===== src/rtl/sm_alu_pkg.sv =====
// sm_alu_pkg: shared types and sign-magnitude helpers for the ALU scheduler
package sm_alu_pkg;
  typedef enum logic [1:0] {IDLE, EXEC, RESP} state_t;
  typedef enum logic {OP_ADD = 1'b0, OP_SUB = 1'b1} op_t;
  // Invert the sign bit of a w-bit sign-magnitude value held in the low bits
  function automatic logic [63:0] flip_sign(input logic [63:0] x, input int w);
    return x ^ (64'd1 << (w - 1));
  endfunction
  // Turn a negative zero into positive zero, leave everything else alone
  function automatic logic [63:0] norm_zero(input logic [63:0] x, input int w);
    return ((x & ~(64'd1 << (w - 1))) == 64'd0) ? 64'd0 : x;
  endfunction
endpackage


===== src/rtl/sm_alu_sched_rr_arb.sv =====
// rr_arb: round-robin one-hot arbiter searching upward from the last grant
module rr_arb #(
  parameter int NREQ = 4,
  parameter int IDW  = $clog2(NREQ)
) (
  input  logic [NREQ-1:0] i_req,
  input  logic [IDW-1:0]  i_ptr,
  input  logic            i_en,
  output logic [NREQ-1:0] o_gnt,
  output logic [IDW-1:0]  o_idx
);
  logic [IDW-1:0] w_k;
  // Scan farthest-first so the requester nearest after the pointer wins last
  always_comb begin
    o_gnt = '0;
    o_idx = '0;
    w_k   = '0;
    for (int i = NREQ; i >= 1; i--) begin
      w_k = IDW'((int'(i_ptr) + i) % NREQ);
      if (i_en && i_req[w_k]) begin
        o_gnt      = '0;
        o_gnt[w_k] = 1'b1;
        o_idx      = w_k;
      end
    end
  end
endmodule


===== src/rtl/subtract.sv =====
// subtract: combinational sign-magnitude A-B with magnitude overflow flag
module subtract #(
  parameter int N = 8
) (
  input  logic [N-1:0] i_a,
  input  logic [N-1:0] i_b,
  output logic [N-1:0] o_out,
  output logic         o_carry
);
  logic         w_sa;
  logic         w_sb;
  logic [N-2:0] w_ma;
  logic [N-2:0] w_mb;
  logic [N-1:0] w_sum;
  assign w_sa  = i_a[N-1];
  assign w_sb  = i_b[N-1];
  assign w_ma  = i_a[N-2:0];
  assign w_mb  = i_b[N-2:0];
  assign w_sum = {1'b0, w_ma} + {1'b0, w_mb};
  // Opposite signs add magnitudes; equal signs subtract the smaller from the larger
  always_comb begin
    o_out   = (w_sa != w_sb) ? {w_sa, w_sum[N-2:0]} :
              (w_ma > w_mb)  ? {w_sa, w_ma - w_mb} : {~w_sa, w_mb - w_ma};
    o_carry = (w_sa != w_sb) & w_sum[N-1];
  end
endmodule


===== src/rtl/sm_alu_sched.sv =====
// sm_alu_sched: round-robin scheduler sharing one sign-magnitude add/sub datapath
module sm_alu_sched
  import sm_alu_pkg::*;
#(
  parameter int N    = 8,
  parameter int NREQ = 4,
  parameter int IDW  = $clog2(NREQ)
) (
  input  logic              i_clk,
  input  logic              i_rst,
  input  logic [NREQ-1:0]   i_req_valid,
  output logic [NREQ-1:0]   o_req_ready,
  input  logic [NREQ*N-1:0] i_req_a,
  input  logic [NREQ*N-1:0] i_req_b,
  input  logic [NREQ-1:0]   i_req_op,
  output logic              o_rsp_valid,
  input  logic              i_rsp_ready,
  output logic [IDW-1:0]    o_rsp_id,
  output logic [N-1:0]      o_rsp_out,
  output logic              o_rsp_carry,
  output logic              o_busy
);
  state_t         r_state;
  state_t         w_next;
  logic [IDW-1:0] r_ptr;
  logic [N-1:0]   r_a;
  logic [N-1:0]   r_b;
  op_t            r_op;
  logic [NREQ-1:0] w_gnt;
  logic [IDW-1:0] w_idx;
  logic           w_acc;
  logic [N-1:0]   w_a;
  logic [N-1:0]   w_b_in;
  logic           w_op;
  logic [N-1:0]   w_dp_b;
  logic [N-1:0]   w_dp_out;
  logic           w_dp_carry;

  rr_arb #(.NREQ(NREQ), .IDW(IDW)) u_arb (
    .i_req (i_req_valid),
    .i_ptr (r_ptr),
    .i_en  ((r_state == IDLE) & i_rst),
    .o_gnt (w_gnt),
    .o_idx (w_idx)
  );

  assign w_acc       = |w_gnt;
  assign o_req_ready = w_gnt;
  assign o_rsp_valid = (r_state == RESP);
  assign o_busy      = (r_state != IDLE);
  assign w_op        = |(w_gnt & i_req_op);
  assign w_dp_b      = (r_op == OP_ADD) ? N'(flip_sign(64'(r_b), N)) : r_b;

  subtract #(.N(N)) u_sub (
    .i_a     (r_a),
    .i_b     (w_dp_b),
    .o_out   (w_dp_out),
    .o_carry (w_dp_carry)
  );

  // Select the granted requester's operands
  always_comb begin
    w_a    = '0;
    w_b_in = '0;
    for (int k = 0; k < NREQ; k++) begin
      if (w_gnt[k]) begin
        w_a    = i_req_a[k*N +: N];
        w_b_in = i_req_b[k*N +: N];
      end
    end
  end

  // Next-state: accept -> one execute cycle -> hold response until consumed
  always_comb begin
    w_next = r_state;
    w_next = (r_state == IDLE) ? (w_acc ? EXEC : IDLE) :
             (r_state == EXEC) ? RESP :
             (i_rsp_ready ? IDLE : RESP);
  end

  // State register
  always_ff @(posedge i_clk or negedge i_rst) begin
    if (!i_rst) r_state <= IDLE;
    else        r_state <= w_next;
  end

  // Operand latch on grant, result capture in EXEC; pointer starts so req0 is first
  always_ff @(posedge i_clk or negedge i_rst) begin
    if (!i_rst) begin
      r_ptr       <= IDW'(NREQ - 1);
      r_a         <= '0;
      r_b         <= '0;
      r_op        <= OP_ADD;
      o_rsp_id    <= '0;
      o_rsp_out   <= '0;
      o_rsp_carry <= 1'b0;
    end else if (w_acc) begin
      r_ptr    <= w_idx;
      r_a      <= w_a;
      r_b      <= w_b_in;
      r_op     <= op_t'(w_op);
      o_rsp_id <= w_idx;
    end else if (r_state == EXEC) begin
      o_rsp_out   <= N'(norm_zero(64'(w_dp_out), N));
      o_rsp_carry <= w_dp_carry;
    end
  end
endmodule


===== config.mk =====
export PLATFORM = sky130hd
export DESIGN_NAME = sm_alu_sched
export DESIGN_NICKNAME = d
export VERILOG_FILES = /design/src/rtl/sm_alu_pkg.sv /design/src/rtl/sm_alu_sched_rr_arb.sv /design/src/rtl/subtract.sv /design/src/rtl/sm_alu_sched.sv
export SDC_FILE = /design/constraint.sdc
export NUM_CORES = 1
export LEC_CHECK = 0
export CORE_ASPECT_RATIO = 0.6
export CORE_UTILIZATION = 45
export CTS_CLUSTER_DIAMETER = 100
export CTS_CLUSTER_SIZE = 25
export DETAILED_ROUTE_END_ITERATION = 12
export PLACE_DENSITY_LB_ADDON = 0.05
export SETUP_SLACK_MARGIN = 0.4
export SYNTH_ARGS = -nofsm -noshare
export SYNTH_HDL_FRONTEND = slang
export SYNTH_HIERARCHICAL = 1
export SYNTH_SLANG_ARGS = --single-unit

===== constraint.sdc =====
create_clock -name i_clk -period 7.88 [get_ports i_clk]
set_input_delay 0.788 -clock i_clk [delete_from_list [all_inputs] [get_ports i_clk]]
set_output_delay 0.788 -clock i_clk [all_outputs]
set_load 0.005 [all_outputs]

==> results of run 1 <==
path summary, 6_finish.rpt:
check / startpoint / end / slack (ps) / cells past startpoint
setup / recovery: i_rst / o_req_ready[0] / 3070 / 10
hold / removal: r_state[1] / r_state[1] / 490 / 1
setup reg to reg: r_ptr[0] / o_rsp_out[1] / 3550 / 12
hold reg to reg: r_state[1] / r_state[1] / 490 / 1
max in group asynchronous: i_rst / r_ptr[0] / 6640 / 2
min in group asynchronous: i_rst / o_rsp_id[1] / 920 / 2
registers in the layout, summed over array words and instances, names as in the netlist:
signal       count
r_ptr            2
r_a              8
r_state          2
o_rsp_carry      1
o_rsp_out        8
r_op             1
o_rsp_id         2
r_b              8
Yosys cell counts, types with 5 or more instances:
cell type | n | share of area
nor2_1 | 17 | 0.020
a21oi_1 | 18 | 0.028
clkbuf_1 | 9 | 0.011
mux2i_1 | 9 | 0.028
ha_1 | 25 | 0.099
nor2b_1 | 17 | 0.034
a21o_1 | 16 | 0.038
dfrtp_1 | 30 | 0.24
a211oi_1 | 15 | 0.036
o21ai_1 | 5 | 0.0079
and3b_1 | 16 | 0.044
nand2_1 | 41 | 0.049
o21ai_0 | 22 | 0.035
inv_1 | 25 | 0.030
buf_2 | 7 | 0.011
mux2_4 | 9 | 0.043
layer usage:
layer  part of all wire  global-route usage  up-vias  wire length (um)
li1                   -                   -     1433                 -
met1               0.48               0.313     1327              3860
met2               0.44               0.366      100              3540
met3              0.079              0.0714        4               638
met4             0.0030              0.0313        0                24
met5                  0                   0        -                 0
where the power goes:
part           internal (uW)  switching, uW  total, uW  leakage [uW]
Clock                    148           70.1        218     0.0000798
Combinational            683            788       1470       0.00150
Sequential               258           89.1        347      0.000384
Total                   1090            947       2040       0.00196
critical path, delay by kind of cell:
kind	cells	cell delay, ps
compound gates	3	770
simple gates	3	950
buf+inv	4	1500
cell type report:
type | count | area [um^2] | area share
multi-input cells | 279 | 2140 | 0.502
well taps | 87 | 109 | 0.0256
flip-flops and latches | 32 | 803 | 0.189
clock buffers | 5 | 125 | 0.0294
inverters | 25 | 93.8 | 0.0220
repair buffers | 96 | 948 | 0.223
clock inverters | 3 | 42.5 | 0.00999
kinds of logic after synthesis:
kind of cell,synth area share
muxes,0.0925
AOI/OAI and AO/OA,0.252
and+or+nand+nor,0.191
adders and majority gates,0.118
DFF,0.254
buffers and inverters,0.0743
xor gates and xnor gates,0.0194
stage by stage:
step	hold WS (ps)	setup slack, ps	power (uW)	util
4_1_cts	497	3020	2040	0.632
6_report	490	3070	2040	0.632
3_3_place_gp	467	3140	1780	0.608
5_1_grt	509	2710	2220	0.632
3_5_place_dp	486	3040	1810	0.608
2_1_floorplan	449	4360	1440	-
==> metrics.txt, run 1 <==
Fin Clk Skew 4.80 ps; syn nets about 460; Final Instance Count excl. Fillers 527; Gate Count Post-Synth 360; Fillers 603; Vert. Die Dim 67.0 um; Hold Vio Cnt, Final 0; worst slew pin tran 911 ps; DP HPWL 6460 um; setup repair bufs after CTS 0; Die Area 7380 um^2; critical path class primary input to output pin; TNS Setup 0 ps; DR pass1 iterations 7; pin count of the biggest net entering global routing 38; Worst Path Max Fanout 33; ant diodes 0; area delta synth->final 34.5%; Rows 23; Post-Route WL between 8000 and 9000 um; vias per inst 5.43; Pleak about 0.002 uW; core box area 6730 um^2; clock root buffer clkbuf_16; CP Data Arrival Time roughly 4000 ps; IO Port Bufs 91; Main synth FF type dfrtp_1; number of global-route vias before repair 2680; WP data required ~7000 ps; sequential area share after synthesis 0.254; CTS tree done; power per cell area about 480 nW/um^2; CTS buffer count 5; Placer Congestion 0.858; synth warn 6; wire per inst about 15 um; commonest non-fill, non-tap cell in the layout clkdlybuf4s50_1; DRC marker count from the first detailed-route iteration 156; result of the run finished, final reports clean; Max Cap Viol 0; Startpoint Class primary input; Design Area, Final 4260 um^2; Yosys cell types 59; # IOs 92; antenna violations before repair 0; EDFF count, synth 0; synthesized cell area between 3000 and 4000 um^2; synthesized area per cell 8.79 um^2; global-route wire length before repair 13000 um; Worst VDD drop 186 uV; GRT Overall Usage 0.231; Post-CTS Resized 0; crit end category output pin; Vias 2864; most frequent cells in the layout clkdlybuf4s50_1 (91), nand2_1 (41), dfrtp_1 (30); Worst path slowest cell clkdlybuf4s50_1; Slew Limit Fails 0; layout cell share with drive strength beyond 1 0.0955; htree depth 2; hold buffer count at cts 0; Post-Place Cells ~520; Max Root-Sink Buffers 2; period utilisation layout 0.611; fin nets around 540; Yosys reg bits 32; Post-DP Area 4090 um^2; most frequent CP cell clkdlybuf4s50_1; Tmin final between 4000 and 5000 ps; asr flop ratio synth 1.00; Die X 110 um; Starting Density 0.470; hold crit path type flip-flop to flip-flop; RSZ-0062 raised after global routing false; Residual DRC 0; Largest stage delay, worst path ~620 ps; TritonCTS sink count 32; Clock Pin Slew Worst Setup and Hold Paths around 50 ps; Final Setup Violations 0; crit-path cells clkdlybuf4s50_1 -> buf_4 -> inv_1 -> nor2_1 -> nand2_1 -> or3_1 -> o31ai_2 -> a222oi_1 -> a21oi_1 -> clkdlybuf4s50_1; Max Fclk 208 MHz; Overflow after GRT 0; ANT nets after route 0; slew margin rel. 0.390; worst skew pair latency 270 ps
No activity file was read; power rests on OpenSTA's default activity.
==> run 2: changes to the inputs <==
--- a/config.mk
+++ b/config.mk
@@ -6,7 +6,7 @@
 export NUM_CORES = 1
 export LEC_CHECK = 0
 export CORE_ASPECT_RATIO = 0.6
-export CORE_UTILIZATION = 45
+export CORE_UTILIZATION = 44
 export CTS_CLUSTER_DIAMETER = 100
 export CTS_CLUSTER_SIZE = 25
 export DETAILED_ROUTE_END_ITERATION = 12
==> constraint.sdc (replaced) <==
create_clock -name i_clk -period 4.25 [get_ports i_clk]
set_input_delay 0.425 -clock i_clk [delete_from_list [all_inputs] [get_ports i_clk]]
set_output_delay 0.425 -clock i_clk [all_outputs]
set_load 0.005 [all_outputs]
==> run 2 against run 1 <==
Against the previous run:
- the flow now finishes with violations (DRC)
- wire length grew 8.3%
- final cell count up 1.9%
- register-to-register slack worse by 2900 ps
- final area is 2.4% higher
- die area rose by 2.2%
- utilization up 0.67 points
- hold slack lost 12 ps
- first-iteration DRC count increased by 5.1%
- critical path type is now flip-flop to output pin
- largest cell class unchanged
==> metrics.txt, run 2 (same netlist as run 1, synthesis figures left out) <==
layout cell share with drive strength beyond 1 0.118; Max Fclk 269 MHz; TNS Setup 0 ps; Clock Pin Slew Worst Setup and Hold Paths 50 ps; Placer Congestion 0.883; Max Root-Sink Buffers 2; GRT Overall Usage 0.243; area delta synth->final 37.7%; DRC marker count from the first detailed-route iteration 164; critical path class flip-flop to output pin; Slew Limit Fails 0; hold crit path type flip-flop to flip-flop; Max Cap Viol 0; slew margin rel. 0.548; most frequent cells in the layout clkdlybuf4s50_1 (91), nand2_1 (41), dfrtp_1 (30); Die X 112 um; crit end category output pin; hold buffer count at cts 0; IO Port Bufs 91; number of global-route vias before repair about 2900; Total Power 3870 uW; antenna violations before repair 0; pin count of the biggest net entering global routing 33; Post-Route WL 8740 um; Tmin final 3710 ps; Worst Path Max Fanout 14; Vert. Die Dim about 68 um; Hold Vio Cnt, Final 0; RSZ-0062 raised after global routing false; TritonCTS sink count 32; power per cell area ~890 nW/um^2; Vias 2935; WP data required ~3800 ps; CTS tree done; Startpoint Class flip-flop; period utilisation layout 0.874; clock root buffer clkbuf_16; Fin Clk Skew 9.23 ps; violated checks DRC; Residual DRC 4; ant diodes 0; CTS buffer count 5; Overflow after GRT 0; fin nets 552; Largest regs o_rsp_out (8), r_a (8), r_b (8); Pleak 0.00201 uW; htree depth 2; commonest non-fill, non-tap cell in the layout clkdlybuf4s50_1; Starting Density 0.464; worst skew pair latency around 280 ps; Rows 23; global-route wire length before repair 14200 um; core box area 6820 um^2; # IOs 92; Fillers 570; vias per inst roughly 5.5; Final Setup Violations 0; result of the run finished with violations; worst slew pin tran 674 ps; DP HPWL 6690 um; ANT nets after route 0; Die Area around 7500 um^2; DR pass1 iterations 8; Worst VDD drop around 350 uV; wire per inst 16.3 um; CP Data Arrival Time about 3300 ps
==> run 2: changes by cell type in the layout (fill, tap and decap cells not counted), sizes merged <==
cell      delta
buf         +10
clkbuf       +1
clkinvlp     -1
==> run 2: metal layers <==
layer  routed length [um]  share of wire  GRT usage  vias up
met3                  565          0.065     0.0736       10
li1                     -              -          -     1455
met5                    0              0          0        -
met1                 4260           0.49      0.315     1380
met4                  101          0.012     0.0642        0
met2                 3810           0.44      0.399       90
==> run 2: power breakdown <==
group / internal (uW) / switching (uW)
clock network: 275 / 126
logic: 1340 / 1500
registers: 479 / 150
==> run 2: metrics by stage <==
step           area [um^2]   util  hold WS, ps  instances  worst slack [ps]
6_report              4360  0.639          477        537               535
5_1_grt               4360  0.639          523        537               410
4_1_cts               4310  0.632          480        532               418
3_5_place_dp          4120  0.604          467        523               377
3_3_place_gp          4120  0.604          465        523               450
2_1_floorplan         3170      -          129        360               728
==> run 2: repair_timing <==
action / CTS / global route
cloned: 0 / 1
pin swaps: 1 / 1
resized for setup: 4 / 2
setup endpoints to repair: 6 / 20
hold endpoints to repair: 0 / 0
buffers inserted: 1 / 4
==> run 2: path summary, 6_finish.rpt <==
path	start	end	slack, ps	depth (start not counted)
worst min register to register	o_rsp_id[1]	o_rsp_id[1]	480	2
worst max register to register	r_ptr[0]	o_rsp_out[5]	640	12
min in group asynchronous	i_rst	o_rsp_id[0]	600	2
worst min-delay path	o_rsp_id[1]	o_rsp_id[1]	480	2
worst max-delay path	r_ptr[0]	o_req_ready[3]	540	8
max in group asynchronous	i_rst	r_ptr[1]	3330	2
==> run 2: area by class of cell <==
class                      instances  area (um^2)  share of cell area
clock buffer                       6          129              0.0296
clock inverter                     2         35.0             0.00804
inverter                          25         93.8              0.0215
multi-input combinational        279         2160               0.496
sequential                        32          807               0.185
tap                               87          109              0.0250
timing repair buffer             106         1020               0.235
==> run 2: critical path, cell delays in order (launching register included) <==
cell and delay [ps]:
dfstp_4 660, inv_1 80, ha_2 400, mux2_1 350, a211o_1 300, nand2_1 70, a32o_1 190, o2bb2ai_2 330
clkdlybuf4s50_1 630
